$ cat src/rtl/ir_pkg.sv
// Shared defaults and the instruction type for the instruction-register queue.
// Build option consumed by ir_queue: IR_QUEUE_BYPASS_EN.
package ir_pkg;

    localparam int INSTR_W_DEF = 10;
    localparam int LOW_W_DEF   = 4;
    localparam int DEPTH_DEF   = 4;

    typedef logic [INSTR_W_DEF-1:0] instr_t;

endpackage

$ cat src/rtl/ir_queue_mem.sv
// DEPTH x INSTR_W register array: one synchronous write port, one asynchronous read port.
// Contents are intentionally not reset; validity is tracked by the owning queue.
module ir_queue_mem
    import ir_pkg::*;
#(
    parameter int INSTR_W = INSTR_W_DEF,
    parameter int DEPTH   = DEPTH_DEF,
    localparam int PTR_W  = $clog2(DEPTH)
) (
    input  logic               clk,
    input  logic               we,
    input  logic [PTR_W-1:0]   waddr,
    input  logic [INSTR_W-1:0] wdata,
    input  logic [PTR_W-1:0]   raddr,
    output logic [INSTR_W-1:0] rdata
);

    logic [INSTR_W-1:0] mem [DEPTH];

    always_ff @(posedge clk) begin
        if (we) begin
            mem[waddr] <= wdata;
        end
    end

    assign rdata = mem[raddr];

endmodule

$ cat src/rtl/ir_queue.sv
// Instruction-register FIFO between memory and decoder, with flush on branch and sticky overflow.
// Optional IR_QUEUE_BYPASS_EN: an empty queue forwards instr_in to ir_out in the same cycle.
module ir_queue
    import ir_pkg::*;
#(
    parameter int INSTR_W = INSTR_W_DEF,
    parameter int LOW_W   = LOW_W_DEF,
    parameter int DEPTH   = DEPTH_DEF
) (
    input  logic                       clk,
    input  logic                       rst,
    input  logic [INSTR_W-1:0]         instr_in,
    input  logic                       push,
    input  logic                       pop,
    input  logic                       flush,
    output logic [INSTR_W-1:0]         ir_out,
    output logic [LOW_W-1:0]           ir_out_low,
    output logic                       valid,
    output logic                       full,
    output logic [$clog2(DEPTH+1)-1:0] count,
    output logic                       overflow
);

    localparam int PTR_W = $clog2(DEPTH);
    localparam int CNT_W = $clog2(DEPTH+1);

    logic [PTR_W-1:0]   wr_ptr;
    logic [PTR_W-1:0]   rd_ptr;
    logic [CNT_W-1:0]   cnt_q;
    logic               overflow_q;

    logic               stored;
    logic               full_int;
    logic               do_pop;
    logic               do_push;
    logic               drop;
    logic               mem_we;
    logic [PTR_W-1:0]   mem_waddr;
    logic [INSTR_W-1:0] rdata;

`ifdef IR_QUEUE_BYPASS_EN
    logic               bypass;
    assign bypass = (cnt_q == '0) && push && !flush;
`endif

    always_comb begin
        stored   = (cnt_q != '0);
        full_int = (cnt_q == CNT_W'(DEPTH));
        do_pop   = pop && stored;
        drop     = push && full_int && !pop;
`ifdef IR_QUEUE_BYPASS_EN
        // A bypassed instruction that is popped in the same cycle is never stored.
        do_push  = push && !drop && !(bypass && pop);
`else
        do_push  = push && !drop;
`endif
        mem_we    = !rst && (flush ? push : do_push);
        mem_waddr = flush ? '0 : wr_ptr;
    end

    ir_queue_mem #(
        .INSTR_W (INSTR_W),
        .DEPTH   (DEPTH)
    ) u_mem (
        .clk   (clk),
        .we    (mem_we),
        .waddr (mem_waddr),
        .wdata (instr_in),
        .raddr (rd_ptr),
        .rdata (rdata)
    );

    always_ff @(posedge clk) begin
        if (rst) begin
            wr_ptr     <= '0;
            rd_ptr     <= '0;
            cnt_q      <= '0;
            overflow_q <= 1'b0;
        end else if (flush) begin
            // A push alongside flush becomes the sole entry (branch target) at slot 0.
            rd_ptr <= '0;
            wr_ptr <= push ? PTR_W'(1) : '0;
            cnt_q  <= push ? CNT_W'(1) : '0;
        end else begin
            if (do_push) begin
                wr_ptr <= wr_ptr + PTR_W'(1);
            end
            if (do_pop) begin
                rd_ptr <= rd_ptr + PTR_W'(1);
            end
            case ({do_push, do_pop})
                2'b10:   cnt_q <= cnt_q + CNT_W'(1);
                2'b01:   cnt_q <= cnt_q - CNT_W'(1);
                default: cnt_q <= cnt_q;
            endcase
            if (drop) begin
                overflow_q <= 1'b1;
            end
        end
    end

    always_comb begin
        count    = cnt_q;
        full     = full_int;
        overflow = overflow_q;
`ifdef IR_QUEUE_BYPASS_EN
        valid  = stored || bypass;
        ir_out = stored ? rdata : (bypass ? instr_in : '0);
`else
        valid  = stored;
        ir_out = stored ? rdata : '0;
`endif
        ir_out_low = ir_out[LOW_W-1:0];
    end

endmodule

$ cat config.mk
export PLATFORM = sky130hd
export DESIGN_NAME = ir_queue
export DESIGN_NICKNAME = d
export VERILOG_FILES = /design/src/rtl/ir_pkg.sv /design/src/rtl/ir_queue_mem.sv /design/src/rtl/ir_queue.sv
export SDC_FILE = /design/constraint.sdc
export NUM_CORES = 1
export LEC_CHECK = 0
export BUFFER_PORTS_ARGS = -buffer_cell sky130_fd_sc_hd__buf_2
export CORE_MARGIN = 8
export CORE_UTILIZATION = 49
export DETAILED_ROUTE_END_ITERATION = 8
export GPL_TIMING_DRIVEN = 0
export MAX_ROUTING_LAYER = met4
export PLACE_DENSITY_LB_ADDON = 0.2
export SLEW_MARGIN = 20
export SYNTH_ARGS = -nofsm -noshare
export SYNTH_HDL_FRONTEND = slang
export SYNTH_SLANG_ARGS = --single-unit
export TNS_END_PERCENT = 5
$ cat constraint.sdc
create_clock -name clk -period 2.3 [get_ports clk]
set_input_delay 0 -clock clk [delete_from_list [all_inputs] [get_ports clk]]
set_output_delay 0 -clock clk [all_outputs]
set_load 0.1 [all_outputs]
## Word level (Yosys, flattened, before mapping)

Memories as Yosys holds them, arrays and structs flattened. A register that Yosys moved wholly into a read port is not among the register bits.
Index checks and enable logic that the tools add are counted.

- Register bits: 8
- Bits in writable memories: 40
- Input port bits: 15
- Output and inout bits: 20
- Logic and storage cells: 39
- Memories kept: 1

- Add/subtract/negate cells: 4
- Equality and inequality tests: 3
- Muxes and demuxes: 13
- Bitwise gates (word level): 1
- Reductions and logical operators: 13

Memory list:

| memory | depth | width | read ports | clocked after memory_dff | wr ports | line | text |
|---|---|---|---|---|---|---|---|
| u_mem.mem | 4 | 10 | 1 | 1 | 1 | ir_queue_mem.sv:18 | `logic [INSTR_W-1:0] mem [DEPTH];` |

Operator list:

| cell | number |
|---|---|
| 2-to-1 mux 10 bit | 1 |
| 2-to-1 mux 2 bit | 5 |
| case mux 3 bit (2 select lines) | 1 |
| nonzero test 3 bit | 2 |
| logical AND 1 bit | 5 |
| 2-to-1 mux 1 bit | 5 |
| adder 2 x 1 -> 2 bit (second input constant) | 2 |
| adder 3 x 1 -> 3 bit (second input constant) | 1 |
| == test 3 bit (second input constant) | 1 |
| zero test 1 bit | 3 |
| 2-to-1 mux 3 bit | 1 |
| subtractor 3 x 1 -> 3 bit (second input constant) | 1 |
| == test 2 x 1 -> 1 bit (second input constant) | 1 |
| == test 2 bit (second input constant) | 1 |
| AND reduction 2 bit | 1 |
| nonzero test 2 bit | 1 |
| OR reduction 2 bit | 1 |
| NOT 1 bit | 1 |

## Logic depth before layout (Yosys ltp)

Gate-level depths: netlist (run 1).

- Word-level depth: 9
- Gate-level depth with buffers: 8
- Gate-level depth less buffers: 6

## By module

Synthesis (run 1) repeated with hierarchy kept, for this count alone.

- Cell total of the unflattened synthesis: 134
- Area total of the unflattened synthesis: 2124.5 µm²

Modules (own cells, without submodules):

| module | times used | cells an instance | area an instance (µm²) | seq. area each (µm²) |
|---|---|---|---|---|
| ir_queue_mem | 1 | 56 | 1473.9 | 1201.2 |
| ir_queue | 1 | 78 | 650.6 | 160.2 |

## Worst setup path after synthesis (run 1)

No wires, ideal clock.

- Kind: reg2out
- Start point: register cnt_q[1] (netlist: count[1])
- End point: output ir_out_low[1]
- Arrival time: 3.386 ns
- Data required time: 2.300 ns
- Setup slack: -1.086 ns
- Cell stages (with the launch flop): 6
- Path buffers: 3
- Cell sequence: dfxtp_1 buf_4 nor3_1 buf_2 nor2b_1 buf_4

- Cells in the longest elaborated chain, start to end: 2

Ends and longest elaborated chain:

| item | line | text |
|---|---|---|
| start, declared | ir_queue.sv:29 | `logic [CNT_W-1:0] cnt_q;` |
| start signal, assigned | ir_queue.sv:83 | `cnt_q <= push ? CNT_W'(1) : '0;` |
| start signal, assigned | ir_queue.sv:92 | `2'b10: cnt_q <= cnt_q + CNT_W'(1);` |
| start signal, assigned | ir_queue.sv:93 | `2'b01: cnt_q <= cnt_q - CNT_W'(1);` |
| nonzero test 3 bit | ir_queue.sv:47 | `stored = (cnt_q != '0);` |
| 2-to-1 mux 10 bit | ir_queue.sv:111 | `ir_out = stored ? rdata : '0;` |
| end, declared | ir_queue.sv:17 | `output logic [LOW_W-1:0] ir_out_low,` |

No other way between the ends.

## Worst setup path after layout (run 1)

- Start point: register cnt_q[0] (netlist: count[0])
- End point: register cnt_q[2] (netlist: count[2])

- Cells in the longest elaborated chain, start to end: 8
- Elaborated cells on any way between the ends: 14
- Classes of those cells: add/sub: 2; eq/ne: 3; mux: 2; reduce/logical: 7

Ends and longest elaborated chain:

| item | line | text |
|---|---|---|
| == test 3 bit | ir_queue.sv:48 | `full_int = (cnt_q == CNT_W'(DEPTH));` |
| logical AND 1 bit (2 in a row) | ir_queue.sv:50 | `drop = push && full_int && !pop;` |
| zero test 1 bit | ir_queue.sv:55 | `do_push = push && !drop;` |
| logical AND 1 bit | ir_queue.sv:55 |  |
| == test 2 x 1 -> 1 bit / == test 2 bit (equally long branches) | ir_queue.sv:91 | `case ({do_push, do_pop})` |
| case mux 3 bit (2 select lines) | ir_queue.sv:91 |  |
| 2-to-1 mux 3 bit | ir_queue.sv:79 | `end else if (flush) begin` |

Several ways; a longest one is shown, not always the timed one.
A chain may end at the register's enable or synchronous reset.

==> results.toml, run 1 <==
[route]
wl_per_cell_um = 18.2
drt_wl_total_um = 4560
drc_errors = 0
dr.first_iter.drc_count = 118
ant_nets = 0
dr.pass1.iters = 4
vias = 1368
viasPerCell = 5.45

[place]
gp_congestion = 0.789
dp_hpwl_um = 3210
numPortBuffers = 34
dpl_cell_area_mm2 = 0.00249
place_ws_ns = -0.0990

[worst_setup_path]
critical_path_class = "flop to flop"
worstPathRequired_ns = 2.52
crit_path_end_kind = "flop"
crit_chain = "buf_6 -> nor3_4 -> buf_8 -> nor2_1 -> fa_1 -> or4_1 -> a31oi_1"
crit_buf_inv = 2
crit_fanout = 9
worstPathArrival_ns = 2.38
startpoint_type = "flop"
max_stage_delay_ns = 0.52
cp_slowest_cell = "or4_1"
cp_top_family = "simple AND/OR/NAND/NOR gates"

[logic_synthesis]
ys_seq_area_frac = 0.648
synth_edf_count = 40
syn_nets = 157
synth_mux_area_frac = 0.104
avgSynthCellArea_um2 = 15.3
synthAdderAreaFrac = 0.00926
synth_cell_types = 37
netlist_instances = 141
synth-async-reset-ratio = 0
yosys.area_share.xor_xnor = 0.0122
yosys.area_share.simple = 0.116
synth_top_family_by_area = "simple AND/OR/NAND/NOR gates"
yosys_warnings = 0
synth_compound_area_frac = 0.0596
synthFlopType = "edfxtp_1"
synth-seq-cells = 50
synth_area_mm2 = 0.00216

[floorplanning]
rows = 24
io_pins = 35
initial_core_util = 0.503
die_x_um = 82.4
fp.coreArea_mm2 = 0.00429
dieArea_mm2 = 0.00679
die_h_um = 82.4

[pwr]
switching_share = 0.293
vdd.ir_drop.worst_v = 0.000420
clkPwrFrac = 0.263
power_switching_mw = 0.542
pwr-share-comb = 0.195
p_int_mw = 1.31
p_leak_nw = 1.00
share_seq_of_total_power = 0.542
power_density_mw_per_mm2 = 677

[sta]
min_period_over_period = 0.941
period_minus_slack_ns = 2.16
grt_setup_unrepaired = "no"
worst_pin_slew_ns = 0.947
finalSetupViolCount = 0
maxSlewViolCount = 0
clock_skew_ns = 0.00349
relSlewSlack = 0.365
hold_viol = 0
fin_ws_ns = 0.136
timing.fmax_ghz = 0.462

[clock_tree]
clock_path_buffers = 2
tritoncts = "built"
htree_num_levels = 2
numCtsBuffers = 5
clock-sinks = 50
clkLatencyLatePin_ns = 0.30
cts_root_buf = "clkbuf_8"
clkTransAtPathRegs_ns = 0.08

[grt]
grt_pass1_vias = 1468
grt_max_degree = 16
grt_pass1_wl_um = 7200
overflow = 0
grt_usage = 0.149
antenna_found_initial = 0

[cells_and_area]
final_nets = 214
antenna_cells = 0
area_growth_pct = 26.2
design_area_mm2 = 0.00273
drive_above_1_share = 0.442

[min_path]
worstHoldPathType = "input port to flop"

[run]
cap_viol_max_count = 0

[status]
outcome = "complete, no violations"
-- placed cells by master, fill, tap and decap left out, types with 3 or more instances in the layout --
cell type / n
nor2_1: 8
edfxtp_1: 40
xor2_1: 3
inv_1: 6
dfxtp_1: 7
nand2b_1: 3
nor2b_4: 3
dlygate4sd3_1: 11
buf_2: 36
o21ai_0: 5
nor2b_2: 6
mux4_2: 10
nand2_1: 4
clkbuf_8: 5
buf_4: 11
-- cell usage after synthesis (2+ instances only) --
cell / count / area [um^2]
xor2_1: 3 / 26.3
nor2b_1: 10 / 62.6
a211oi_1: 2 / 15.0
buf_2: 3 / 15.0
mux4_2: 10 / 225
o21ai_0: 5 / 25.0
buf_4: 6 / 45.0
nand2_1: 4 / 15.0
dfxtp_1: 10 / 200
nor2_1: 8 / 30.0
nand2b_1: 3 / 18.8
nor3_1: 3 / 15.0
a21oi_1: 2 / 10.0
or3_1: 2 / 12.5
inv_1: 6 / 22.5
o2111ai_1: 2 / 17.5
buf_6: 2 / 22.5
a31oi_1: 2 / 12.5
edfxtp_1: 40 / 1200
-- routing by layer --
layer  vias to the layer above  GRT usage  share of wire
li1                        646          -              -
met1                       684      0.163           0.40
met2                        33      0.255           0.53
met3                         5     0.0465          0.050
met4                         0     0.0421          0.014
met5                         -          -              0
-- worst register-to-register path, cell delays in order, from the launching register on --
cell and delay [ns]:
dfxtp_4 0.37, buf_6 0.15, nor3_4 0.25, buf_8 0.15, nor2_1 0.05, fa_1 0.41, or4_1 0.52, a31oi_1 0.18
-- path summary, 6_finish.rpt --
kind              startpoint   endpoint  slack (ns)  depth (start not counted)
setup / recovery    count[0]   count[2]        0.14                          7
hold / removal         flush  wr_ptr[0]        0.08                          3
setup reg to reg    count[0]   count[2]        0.14                          7
hold reg to reg     overflow   overflow        0.49                          2
-- registers in the layout, indices dropped and copies added (netlist names), named ones only --
signal / flops
u_mem.mem: 40
count: 3
rd_ptr: 2
wr_ptr: 2
overflow: 1
-- cell families after synthesis --
logic type / Yosys count
DFF: 50
and+or+nand+nor: 40
AOI/OAI and AO/OA: 19
buffers and inverters: 18
muxes: 10
xor gates and xnor gates: 3
adders and majority gates: 1
-- cell type report --
cell class	count	area (um^2)
plain buffers	12	97.6
inverters	6	22.5
repair buffers	50	318
clock inverters	3	16.3
clock buffers	5	68.8
well taps	52	65.1
flip-flops and latches	50	1410
multi-input cells	73	733
fillers	332	1570
-- repair_timing --
action	4_1_cts	5_1_grt
endpoints found under the hold margin	41	0
hold buffers	11	0
gates resized for setup	2	1
endpoints found under the setup margin	1	1
setup buffers	0	4
-- metrics by stage --
stage                     TNS, ns  cells  power, mW  hold WS, ns  utilization
after floorplan             -1.41    141       1.28       0.0724            -
after global placement      -4.27    227       1.34        0.197        0.573
after detailed placement  -0.0990    228       1.35        0.203        0.580
after CTS                       0    247       1.85       0.0698        0.628
after global routing            0    251       1.91        0.140        0.635
final                           0    251       1.85       0.0787        0.635
-- power groups by stage --
stage | Clock, mW | Combinational, mW | Sequential [mW]
6_report | 0.486 | 0.361 | 1.00
5_1_grt | 0.533 | 0.378 | 1.00
4_1_cts | 0.496 | 0.351 | 1.00
3_5_place_dp | 0 | 0.332 | 1.02
3_3_place_gp | 0 | 0.315 | 1.02
2_1_floorplan | 0 | 0.245 | 1.04
Note: power is estimated with default switching activity, not from simulation.
==> run 2: changes to the inputs <==
--- a/config.mk
+++ b/config.mk
@@ -6,8 +6,10 @@
 export NUM_CORES = 1
 export LEC_CHECK = 0
 export BUFFER_PORTS_ARGS = -buffer_cell sky130_fd_sc_hd__buf_2
+export CELL_PAD_IN_SITES_DETAIL_PLACEMENT = 0
+export CELL_PAD_IN_SITES_GLOBAL_PLACEMENT = 2
 export CORE_MARGIN = 8
-export CORE_UTILIZATION = 49
+export CORE_UTILIZATION = 35
 export DETAILED_ROUTE_END_ITERATION = 8
 export GPL_TIMING_DRIVEN = 0
 export MAX_ROUTING_LAYER = met4
==> results.toml, run 2 (synthesis gave the netlist of run 1 again) <==
[route]
ant_nets = 0
drt_wl_total_um = 4340
drc_errors = 0
dr.pass1.iters = 4
vias = 1344
wl_per_cell_um = 16.0
dr.first_iter.drc_count = 65
viasPerCell = 4.94

[clock_tree]
numCtsBuffers = 5
clock-sinks = 50
htree_num_levels = 2
tritoncts = "built"
cts_root_buf = "clkbuf_8"
clock_path_buffers = 2
clkLatencyLatePin_ns = 0.30
clkTransAtPathRegs_ns = 0.09

[worst_setup_path]
startpoint_type = "flop"
worstPathArrival_ns = 2.37
crit_buf_inv = 2
cp_slowest_cell = "or4_1"
crit_path_end_kind = "flop"
max_stage_delay_ns = 0.51
critical_path_class = "flop to flop"
crit_chain = "buf_6 -> nor3_4 -> buf_12 -> nor2_1 -> fa_1 -> or4_1 -> a31oi_1"
worstPathRequired_ns = 2.52
cp_top_family = "simple AND/OR/NAND/NOR gates"
crit_fanout = 10

[cells_and_area]
regMostFlops = "u_mem.mem"
drive_above_1_share = 0.442
antenna_cells = 0
final_util = 0.467
finalNonFillerCells = 272
largest_reg_flops = 40
fill_cells = 544
final_nets = 212
final_cell_mix = "edfxtp_1 (40), buf_2 (36), dlygate4sd3_1 (11)"
final_common_cell = "edfxtp_1"
area_growth_pct = 28.7

[grt]
overflow = 0
grt_usage = 0.108
grt_pass1_vias = 1407
grt_max_degree = 18
grt_pass1_wl_um = 7060
antenna_found_initial = 0

[sta]
grt_setup_unrepaired = "no"
hold_viol = 0
maxSlewViolCount = 0
clock_skew_ns = 0.00957
timing.fmax_ghz = 0.465
finalSetupViolCount = 0
relSlewSlack = 0.378
min_period_over_period = 0.935
period_minus_slack_ns = 2.15
totalNegativeSetupSlack_ns = 0
worst_pin_slew_ns = 0.928

[pwr]
p_leak_nw = 1.02
power_density_mw_per_mm2 = 710
vdd.ir_drop.worst_v = 0.000288

[floorplanning]
fp.coreArea_mm2 = 0.00596
dieArea_mm2 = 0.00895
initial_core_util = 0.363
die_x_um = 94.6
io_pins = 35
rows = 28
die_h_um = 94.6

[status]
outcome = "complete, no violations"

[place]
place_inst = 252
gp_congestion = 0.707
numPortBuffers = 34
dp_hpwl_um = 3150

[run]
cap_viol_max_count = 0

[min_path]
worstHoldPathType = "input port to flop"
[run 2: cell count changes in the layout (fill, tap and decap cells not counted), sizes merged]
cell      change
inv           +1
clkinvlp      -1
bufinv        +1
clkinv        -1
buf           -2
[run 2: power by group]
part / switching [mW] / leakage, nW / internal (mW)
logic: 0.250 / 0.512 / 0.102
clock network: 0.293 / 0.0587 / 0.330
registers: 0.00845 / 0.446 / 0.992
[run 2: worst paths after layout]
| check | startpoint | endpoint | slack (ns) | cells past startpoint |
|---|---|---|---|---|
| worst max register to register | count[0] | count[2] | 0.15 | 7 |
| worst min register to register | overflow | overflow | 0.47 | 2 |
| worst max-delay path | count[0] | count[2] | 0.15 | 7 |
| worst min-delay path | flush | wr_ptr[0] | 0.06 | 3 |
[run 2: worst min-delay path: cells and delay by family]
| family | cells | cell delay (ns) |
|---|---|---|
| AO/OA/AOI/OAI | 2 | 0.21 |
| buffers and inverters | 1 | 0.13 |
[run 2: layout make-up]
type | instances | area, um^2 | share of cell area
tap | 75 | 93.8 | 0.0337
timing repair buffer | 48 | 307 | 0.110
inverter | 6 | 22.5 | 0.00809
clock buffer | 5 | 68.8 | 0.0247
sequential | 50 | 1410 | 0.506
multi-input combinational | 73 | 733 | 0.263
buffer | 12 | 103 | 0.0369
clock inverter | 3 | 47.5 | 0.0171
[run 2: per-stage QoR]
stage | power, mW | area [um^2] | hold slack [ns] | worst slack (ns)
after floorplan | 1.28 | 2220 | 0.0724 | -0.0992
after global placement | 1.34 | 2490 | 0.204 | -0.366
after CTS | 1.99 | 2760 | 0.0626 | 0.0295
after detailed placement | 1.35 | 2530 | 0.216 | 0.00965
after global routing | 2.05 | 2780 | 0.102 | 0.0346
final | 1.97 | 2780 | 0.0637 | 0.150
[run 2: layer usage]
layer / vias up / part of all wire / track usage
met2: 32 / 0.51 / 0.177
met3: 7 / 0.050 / 0.0333
met4: 0 / 0.015 / 0.0377
li1: 640 / - / -
met1: 665 / 0.43 / 0.122
met5: - / 0 / -
[run 2: timing repair]
action,4_1_cts,5_1_grt
resized for setup,1,3
endpoints found under the hold margin,41,0
hold buffers,11,0
pin swaps,0,1
setup buffers,0,1
setup endpoints to repair,1,1
